### src/rtl/pipe_ctrl_pkg.sv
// Shared types for the pipeline stall/flush controller:
// controller state and stage indices for the control-pin vectors.
package pipe_ctrl_pkg;

  typedef enum logic [1:0] {
    RUN     = 2'd0,
    MD_BUSY = 2'd1,
    HALT    = 2'd2
  } pipe_state_e;

  localparam int STG_PC     = 0;
  localparam int STG_IF_ID  = 1;
  localparam int STG_ID_EX  = 2;
  localparam int STG_EX_MEM = 3;
  localparam int STG_MEM_WB = 4;

endpackage

### src/rtl/load_use_detect.sv
// Flags an ID instruction that reads the destination of a load in EX.
// Register 0 is hardwired, so a load to it never creates a hazard.
module load_use_detect #(
  parameter int REG_ADDR_BITS = 5
) (
  input  logic                     ex_ld,
  input  logic [REG_ADDR_BITS-1:0] ex_write,
  input  logic [REG_ADDR_BITS-1:0] id_rs,
  input  logic [REG_ADDR_BITS-1:0] id_rt,
  input  logic                     id_use_rs,
  input  logic                     id_use_rt,
  output logic                     hazard
);

  logic rs_hit;
  logic rt_hit;

  assign rs_hit = id_use_rs && (id_rs == ex_write);
  assign rt_hit = id_use_rt && (id_rt == ex_write);

  assign hazard = ex_ld
               && (ex_write != '0)
               && (rs_hit || rt_hit);

endmodule

### src/rtl/pipeline_ctrl.sv
// Stall/flush controller for the five-stage pipeline.
// Optional perf counters: define PIPE_PERF_CNT_EN.
module pipeline_ctrl
  import pipe_ctrl_pkg::*;
#(
  parameter int REG_ADDR_BITS = 5,
  parameter int MD_LATENCY    = 8,
  parameter int CNT_BITS      = 32
) (
  input  logic                     clk,
  input  logic                     rst,
  input  logic [REG_ADDR_BITS-1:0] id_rs,
  input  logic [REG_ADDR_BITS-1:0] id_rt,
  input  logic                     id_use_rs,
  input  logic                     id_use_rt,
  input  logic                     ex_ld,
  input  logic [REG_ADDR_BITS-1:0] ex_write,
  input  logic                     ex_branch_taken,
  input  logic                     ex_md_start,
  input  logic                     mem_syscall_halt,
  input  logic                     resume,
  output logic                     pc_en,
  output logic                     if_id_en,
  output logic                     id_ex_en,
  output logic                     ex_mem_en,
  output logic                     mem_wb_en,
  output logic                     if_id_zero,
  output logic                     id_ex_zero,
  output logic                     ex_mem_zero,
  output logic                     mem_wb_zero,
  output logic                     halted,
  output logic                     md_busy
`ifdef PIPE_PERF_CNT_EN
  ,
  output logic [CNT_BITS-1:0]      stall_cycles,
  output logic [CNT_BITS-1:0]      flush_count
`endif
);

  localparam int MD_W =
    (MD_LATENCY > 2) ? $clog2(MD_LATENCY) : 1;

  if (MD_LATENCY < 2 || CNT_BITS < 1) begin : g_bad_cfg
    $error("pipeline_ctrl: MD_LATENCY >= 2, CNT_BITS >= 1");
  end

  pipe_state_e           state_q;
  pipe_state_e           state_d;
  logic [MD_W-1:0]       md_cnt_q;
  logic [MD_W-1:0]       md_cnt_d;
  logic                  lu_hazard;
  logic                  flush;
  logic [STG_MEM_WB:STG_PC]    en;
  logic [STG_MEM_WB:STG_IF_ID] zero;

  load_use_detect #(
    .REG_ADDR_BITS(REG_ADDR_BITS)
  ) u_lu (
    .ex_ld    (ex_ld),
    .ex_write (ex_write),
    .id_rs    (id_rs),
    .id_rt    (id_rt),
    .id_use_rs(id_use_rs),
    .id_use_rt(id_use_rt),
    .hazard   (lu_hazard)
  );

  always_comb begin
    state_d  = state_q;
    md_cnt_d = md_cnt_q;
    en       = '1;
    zero     = '0;
    flush    = 1'b0;
    if (rst) begin
      en       = '0;
      zero     = '1;
      state_d  = RUN;
      md_cnt_d = '0;
    end else begin
      unique case (state_q)
        RUN: begin
          // Strict priority; lower rules are dropped this cycle.
          if (mem_syscall_halt) begin
            en[STG_PC]         = 1'b0;
            en[STG_IF_ID]      = 1'b0;
            en[STG_ID_EX]      = 1'b0;
            en[STG_EX_MEM]     = 1'b0;
            zero[STG_MEM_WB]   = 1'b1;
            state_d            = HALT;
          end else if (ex_md_start) begin
            en[STG_PC]         = 1'b0;
            en[STG_IF_ID]      = 1'b0;
            en[STG_ID_EX]      = 1'b0;
            zero[STG_EX_MEM]   = 1'b1;
            md_cnt_d           = MD_W'(MD_LATENCY - 2);
            state_d            = MD_BUSY;
          end else if (ex_branch_taken) begin
            zero[STG_IF_ID]    = 1'b1;
            zero[STG_ID_EX]    = 1'b1;
            flush              = 1'b1;
          end else if (lu_hazard) begin
            en[STG_PC]         = 1'b0;
            en[STG_IF_ID]      = 1'b0;
            zero[STG_ID_EX]    = 1'b1;
          end
        end
        MD_BUSY: begin
          // md_cnt==0 is the release cycle: plain RUN outputs.
          if (md_cnt_q != '0) begin
            en[STG_PC]         = 1'b0;
            en[STG_IF_ID]      = 1'b0;
            en[STG_ID_EX]      = 1'b0;
            zero[STG_EX_MEM]   = 1'b1;
            md_cnt_d           = md_cnt_q - MD_W'(1);
          end else begin
            state_d            = RUN;
          end
        end
        HALT: begin
          if (resume) begin
            state_d            = RUN;
          end else begin
            en[STG_PC]         = 1'b0;
            en[STG_IF_ID]      = 1'b0;
            en[STG_ID_EX]      = 1'b0;
            en[STG_EX_MEM]     = 1'b0;
            zero[STG_MEM_WB]   = 1'b1;
          end
        end
        default: begin
          state_d  = RUN;
          md_cnt_d = '0;
        end
      endcase
    end
  end

  always_ff @(posedge clk) begin
    if (rst) begin
      state_q  <= RUN;
      md_cnt_q <= '0;
    end else begin
      state_q  <= state_d;
      md_cnt_q <= md_cnt_d;
    end
  end

  assign pc_en       = en[STG_PC];
  assign if_id_en    = en[STG_IF_ID];
  assign id_ex_en    = en[STG_ID_EX];
  assign ex_mem_en   = en[STG_EX_MEM];
  assign mem_wb_en   = en[STG_MEM_WB];
  assign if_id_zero  = zero[STG_IF_ID];
  assign id_ex_zero  = zero[STG_ID_EX];
  assign ex_mem_zero = zero[STG_EX_MEM];
  assign mem_wb_zero = zero[STG_MEM_WB];

  assign halted  = !rst && (state_q == HALT);
  assign md_busy = !rst && (state_q == MD_BUSY);

`ifdef PIPE_PERF_CNT_EN
  logic [CNT_BITS-1:0] stall_q;
  logic [CNT_BITS-1:0] flush_q;

  always_ff @(posedge clk) begin
    if (rst) begin
      stall_q <= '0;
      flush_q <= '0;
    end else begin
      if (!en[STG_PC]) stall_q <= stall_q + CNT_BITS'(1);
      if (flush)       flush_q <= flush_q + CNT_BITS'(1);
    end
  end

  assign stall_cycles = stall_q;
  assign flush_count  = flush_q;
`endif

endmodule

### config.mk
export PLATFORM = sky130hd
export DESIGN_NAME = pipeline_ctrl
export DESIGN_NICKNAME = d
export VERILOG_FILES = /design/src/rtl/pipe_ctrl_pkg.sv /design/src/rtl/load_use_detect.sv /design/src/rtl/pipeline_ctrl.sv
export SDC_FILE = /design/constraint.sdc
export NUM_CORES = 1
export LEC_CHECK = 0
export BUFFER_PORTS_ARGS = -buffer_cell sky130_fd_sc_hd__buf_2
export CAP_MARGIN = 20
export CORE_AREA = 2 2 39 41
export CTS_CLUSTER_DIAMETER = 50
export CTS_CLUSTER_SIZE = 25
export DETAILED_ROUTE_END_ITERATION = 10
export DIE_AREA = 0 0 41 43
export PLACE_DENSITY = 0.74
export SYNTH_ARGS = -nofsm -noshare
export SYNTH_HDL_FRONTEND = slang
export SYNTH_SLANG_ARGS = --single-unit
### constraint.sdc
create_clock -name clk -period 3.05 [get_ports clk]
set_clock_uncertainty 0.15 [all_clocks]
set_input_delay 0.61 -clock clk [delete_from_list [all_inputs] [get_ports clk]]
set_output_delay 0.61 -clock clk [all_outputs]
set_load 0.05 [all_outputs]
==> summary.txt <==
Outcome
  – Outcome: finished clean

Route
  – Via-to-Cell Ratio: 5.10
  – Residual DRC: 0
  – DR vias: 581
  – Drt total wl: ~1.3 mm
  – Drt pass-1 iters: 3
  – Antenna-violating nets left: 0
  – Iter 0 DRT Violations: 5
  – Per-cell routed wire length: 11.2 um

STA
  – Tcrit/Tclk final: 0.911
  – Setup TNS: 0 ns
  – Slew Limit Headroom: 0.630
  – Achievable Freq: 0.360 GHz
  – Fin worst setup slack: 0.271 ns
  – Final hold violation count: 0
  – Slew Viols, Final: 0
  – Pin slew with the least headroom to its limit: 0.550 ns
  – Setup violations, final: 0
  – RSZ-0062 raised after global routing: false
  – Min Clock Period, post-route: 2.78 ns

Critical path
  – Crit path max fanout: 3
  – Critical path's slowest cell: o41a_2
  – Critical-path cell list: buf_2, xor2_1, nor4_1, a32oi_1, o41a_2, buf_2
  – Crit-path max cell delay: about 0.5 ns
  – Critical path arrival: 2.02 ns
  – Crit path kind: in -> out
  – CP Launch Type: input pin
  – CP Capture Type: primary output
  – Worst Path Required: 2.29 ns
  – Cell mode on critical path: buf_2

Global route
  – Initial antenna violation count: 0
  – Number of global-route vias before repair: ~500
  – First-pass GRT wire length: roughly 1.8 mm
  – Met3 GRT Util: 0.0366
  – Gr busiest metal: met2
  – Total global routing overflow: 0
  – Grt met2 use: 0.281
  – Pin count of the biggest net entering global routing: 14
  – GRT Overall Usage: 0.150
  – Global-route met1 utilization: 0.140

Pwr
  – Clock Power Share: 0.278
  – Switching Share: 0.406
  – Psw: 0.000111 W
  – Register share of total power: 0.284
  – Pint: 0.000162 W
  – Cell area power density: 387 mW/mm^2
  – Peak supply drop: between 0.15 and 0.2 mV
  – Leakage: around 0.34 nW
  – Comb power frac: 0.438

Yosys
  – Synth Instances: 63
  – Number of synthesized register bits: 5
  – Mapped Area: 504 sq um
  – Seq/Total Area, Yosys: 0.199
  – Syn Area/Cell: 8.00 sq um
  – Synth unique cells: 31
  – Yosys warnings: 0
  – Syn nets: 89

Placement
  – Dpl ws: 0.267 ns
  – Final weighted congestion in routability-driven placement: 0.688
  – DP Wirelength: 1.06 mm
  – Buffers added on ports: 34
  – Dpl cell area: 678 sq um

Clocking
  – # resized after CTS: 0
  – Hold buffers post-CTS: 0
  – Clk_lat worst skew: around 0.24 ns
  – TritonCTS clock tree: done
  – CTS Buf Count: 3
  – CTS Root Cell: clkbuf_4
  – Clock sink count: 5
  – Clock-pin slew on the worst setup and hold paths: 0.04 ns
  – H-tree levels: 1
  – CTS max path bufs: 2
  – Post-CTS Setup Repair Bufs: 0

Cells and area
  – Final #Nets: 125
  – Area Overhead vs Synth: 39.7%
  – Final Cell Area: 704 sq um
  – Share of cells above drive strength 1: 0.418
  – Antenna Cells: 0
  – Most common cell after layout, fill and taps aside: buf_2
  – Fin util: 0.509
  – Most frequent cells in the layout: buf_2, xor2_1, inv_1, dfxtp_1, nand2_1
  – Fill count: between 150 and 200

Die
  – Row cnt: 14
  – Die width: 41 um
  – IO Count: 35
  – Die area: ~0.0018 sq mm
  – Core Box Area: ~0.0014 sq mm
  – Initial Util: 0.364
  – Die Ht: 43 um

Hold path
  – Hold Path Class: reg -> reg

Job
  – Max Cap Violations: 0
==> state kept, by name, summed over array words and instances (netlist names) <==
name and cells:
md_cnt_q 3, state_q 2
==> layout make-up <==
| type | instances | area, sq um | area share |
|---|---|---|---|
| inverter | 5 | 18.8 | 0.0266 |
| sequential | 5 | 100 | 0.142 |
| clock buffer | 4 | 26.3 | 0.0373 |
| multi-input combinational | 50 | 369 | 0.524 |
| timing repair buffer | 34 | 170 | 0.242 |
| tap | 16 | 20.0 | 0.0284 |
==> cells by family (layout without fill, tap and decap cells) <==
| family | count (synthesis) | in the layout | share of synthesized area |
|---|---|---|---|
| buffers and inverters | 8 | 43 | 0.0720 |
| adders and majority gates | 2 | 2 | 0.0496 |
| xor gates and xnor gates | 11 | 11 | 0.191 |
| and+or+nand+nor | 19 | 19 | 0.236 |
| DFF | 5 | 5 | 0.199 |
| AOI/OAI and AO/OA | 18 | 18 | 0.253 |
==> routing by layer <==
layer	vias to the layer above	wire length, um
li1	301	-
met1	253	522
met2	27	605
met3	0	154
met4	0	0
met5	-	0
==> cells in the mapped netlist <==
master     count  share of area
o21bai_1       1          0.015
nor2b_1        1          0.012
nand2_1        4          0.030
dfxtp_1        5           0.20
o21ai_0        4          0.040
nand2b_1       1          0.012
a211o_1        1          0.017
nor4_2         1          0.025
buf_4          1          0.015
a32oi_1        2          0.035
a21oi_1        3          0.030
nor3_1         3          0.030
o211ai_1       1          0.015
a2bb2oi_1      1          0.017
o21a_1         1          0.015
ha_1           2          0.050
buf_2          2          0.020
and2_0         1          0.012
xor2_1         8           0.14
and3_1         1          0.012
xnor2_1        3          0.052
inv_1          5          0.037
or4_1          1          0.015
a21oi_2        1          0.017
or3b_1         1          0.017
a22oi_1        1          0.015
a211oi_1       1          0.015
nor4b_2        1          0.030
nor2_1         2          0.015
nor4_1         2          0.025
o41a_1         1          0.022
==> worst max-delay path, delay by kind of cell <==
| family | cells | cell delay, ns |
|---|---|---|
| buffers and inverters | 2 | 0.34 |
| AOI/OAI and AO/OA | 2 | 0.61 |
| xor gates and xnor gates | 1 | 0.15 |
| and+or+nand+nor | 1 | 0.30 |
==> stage by stage <==
stage	hold slack, ns	power [W]	instances
5_1_grt	0.332	0.000294	114
6_report	0.309	0.000273	114
2_1_floorplan	0.276	0.000162	63
3_3_place_gp	0.289	0.000196	110
3_5_place_dp	0.301	0.000198	110
4_1_cts	0.309	0.000278	114
==> worst paths after layout <==
path                                   from     endpoint  slack, ns  depth (start not counted)
worst min register to register  md_cnt_q[1]  md_cnt_q[1]       0.31                          2
worst min-delay path            md_cnt_q[1]  md_cnt_q[1]       0.31                          2
worst max-delay path            ex_write[4]        pc_en       0.27                          6
worst max register to register  md_cnt_q[0]  md_cnt_q[2]       1.37                          6
==> power groups by stage <==
stage | clock [W] | sequential, W | combinational, W
3_3_place_gp | 0 | 0.0000783 | 0.000118
2_1_floorplan | 0 | 0.0000736 | 0.0000889
5_1_grt | 0.0000854 | 0.0000784 | 0.000130
6_report | 0.0000758 | 0.0000776 | 0.000119
3_5_place_dp | 0 | 0.0000786 | 0.000119
4_1_cts | 0.0000800 | 0.0000775 | 0.000120
(Power assumes the default switching activity.)
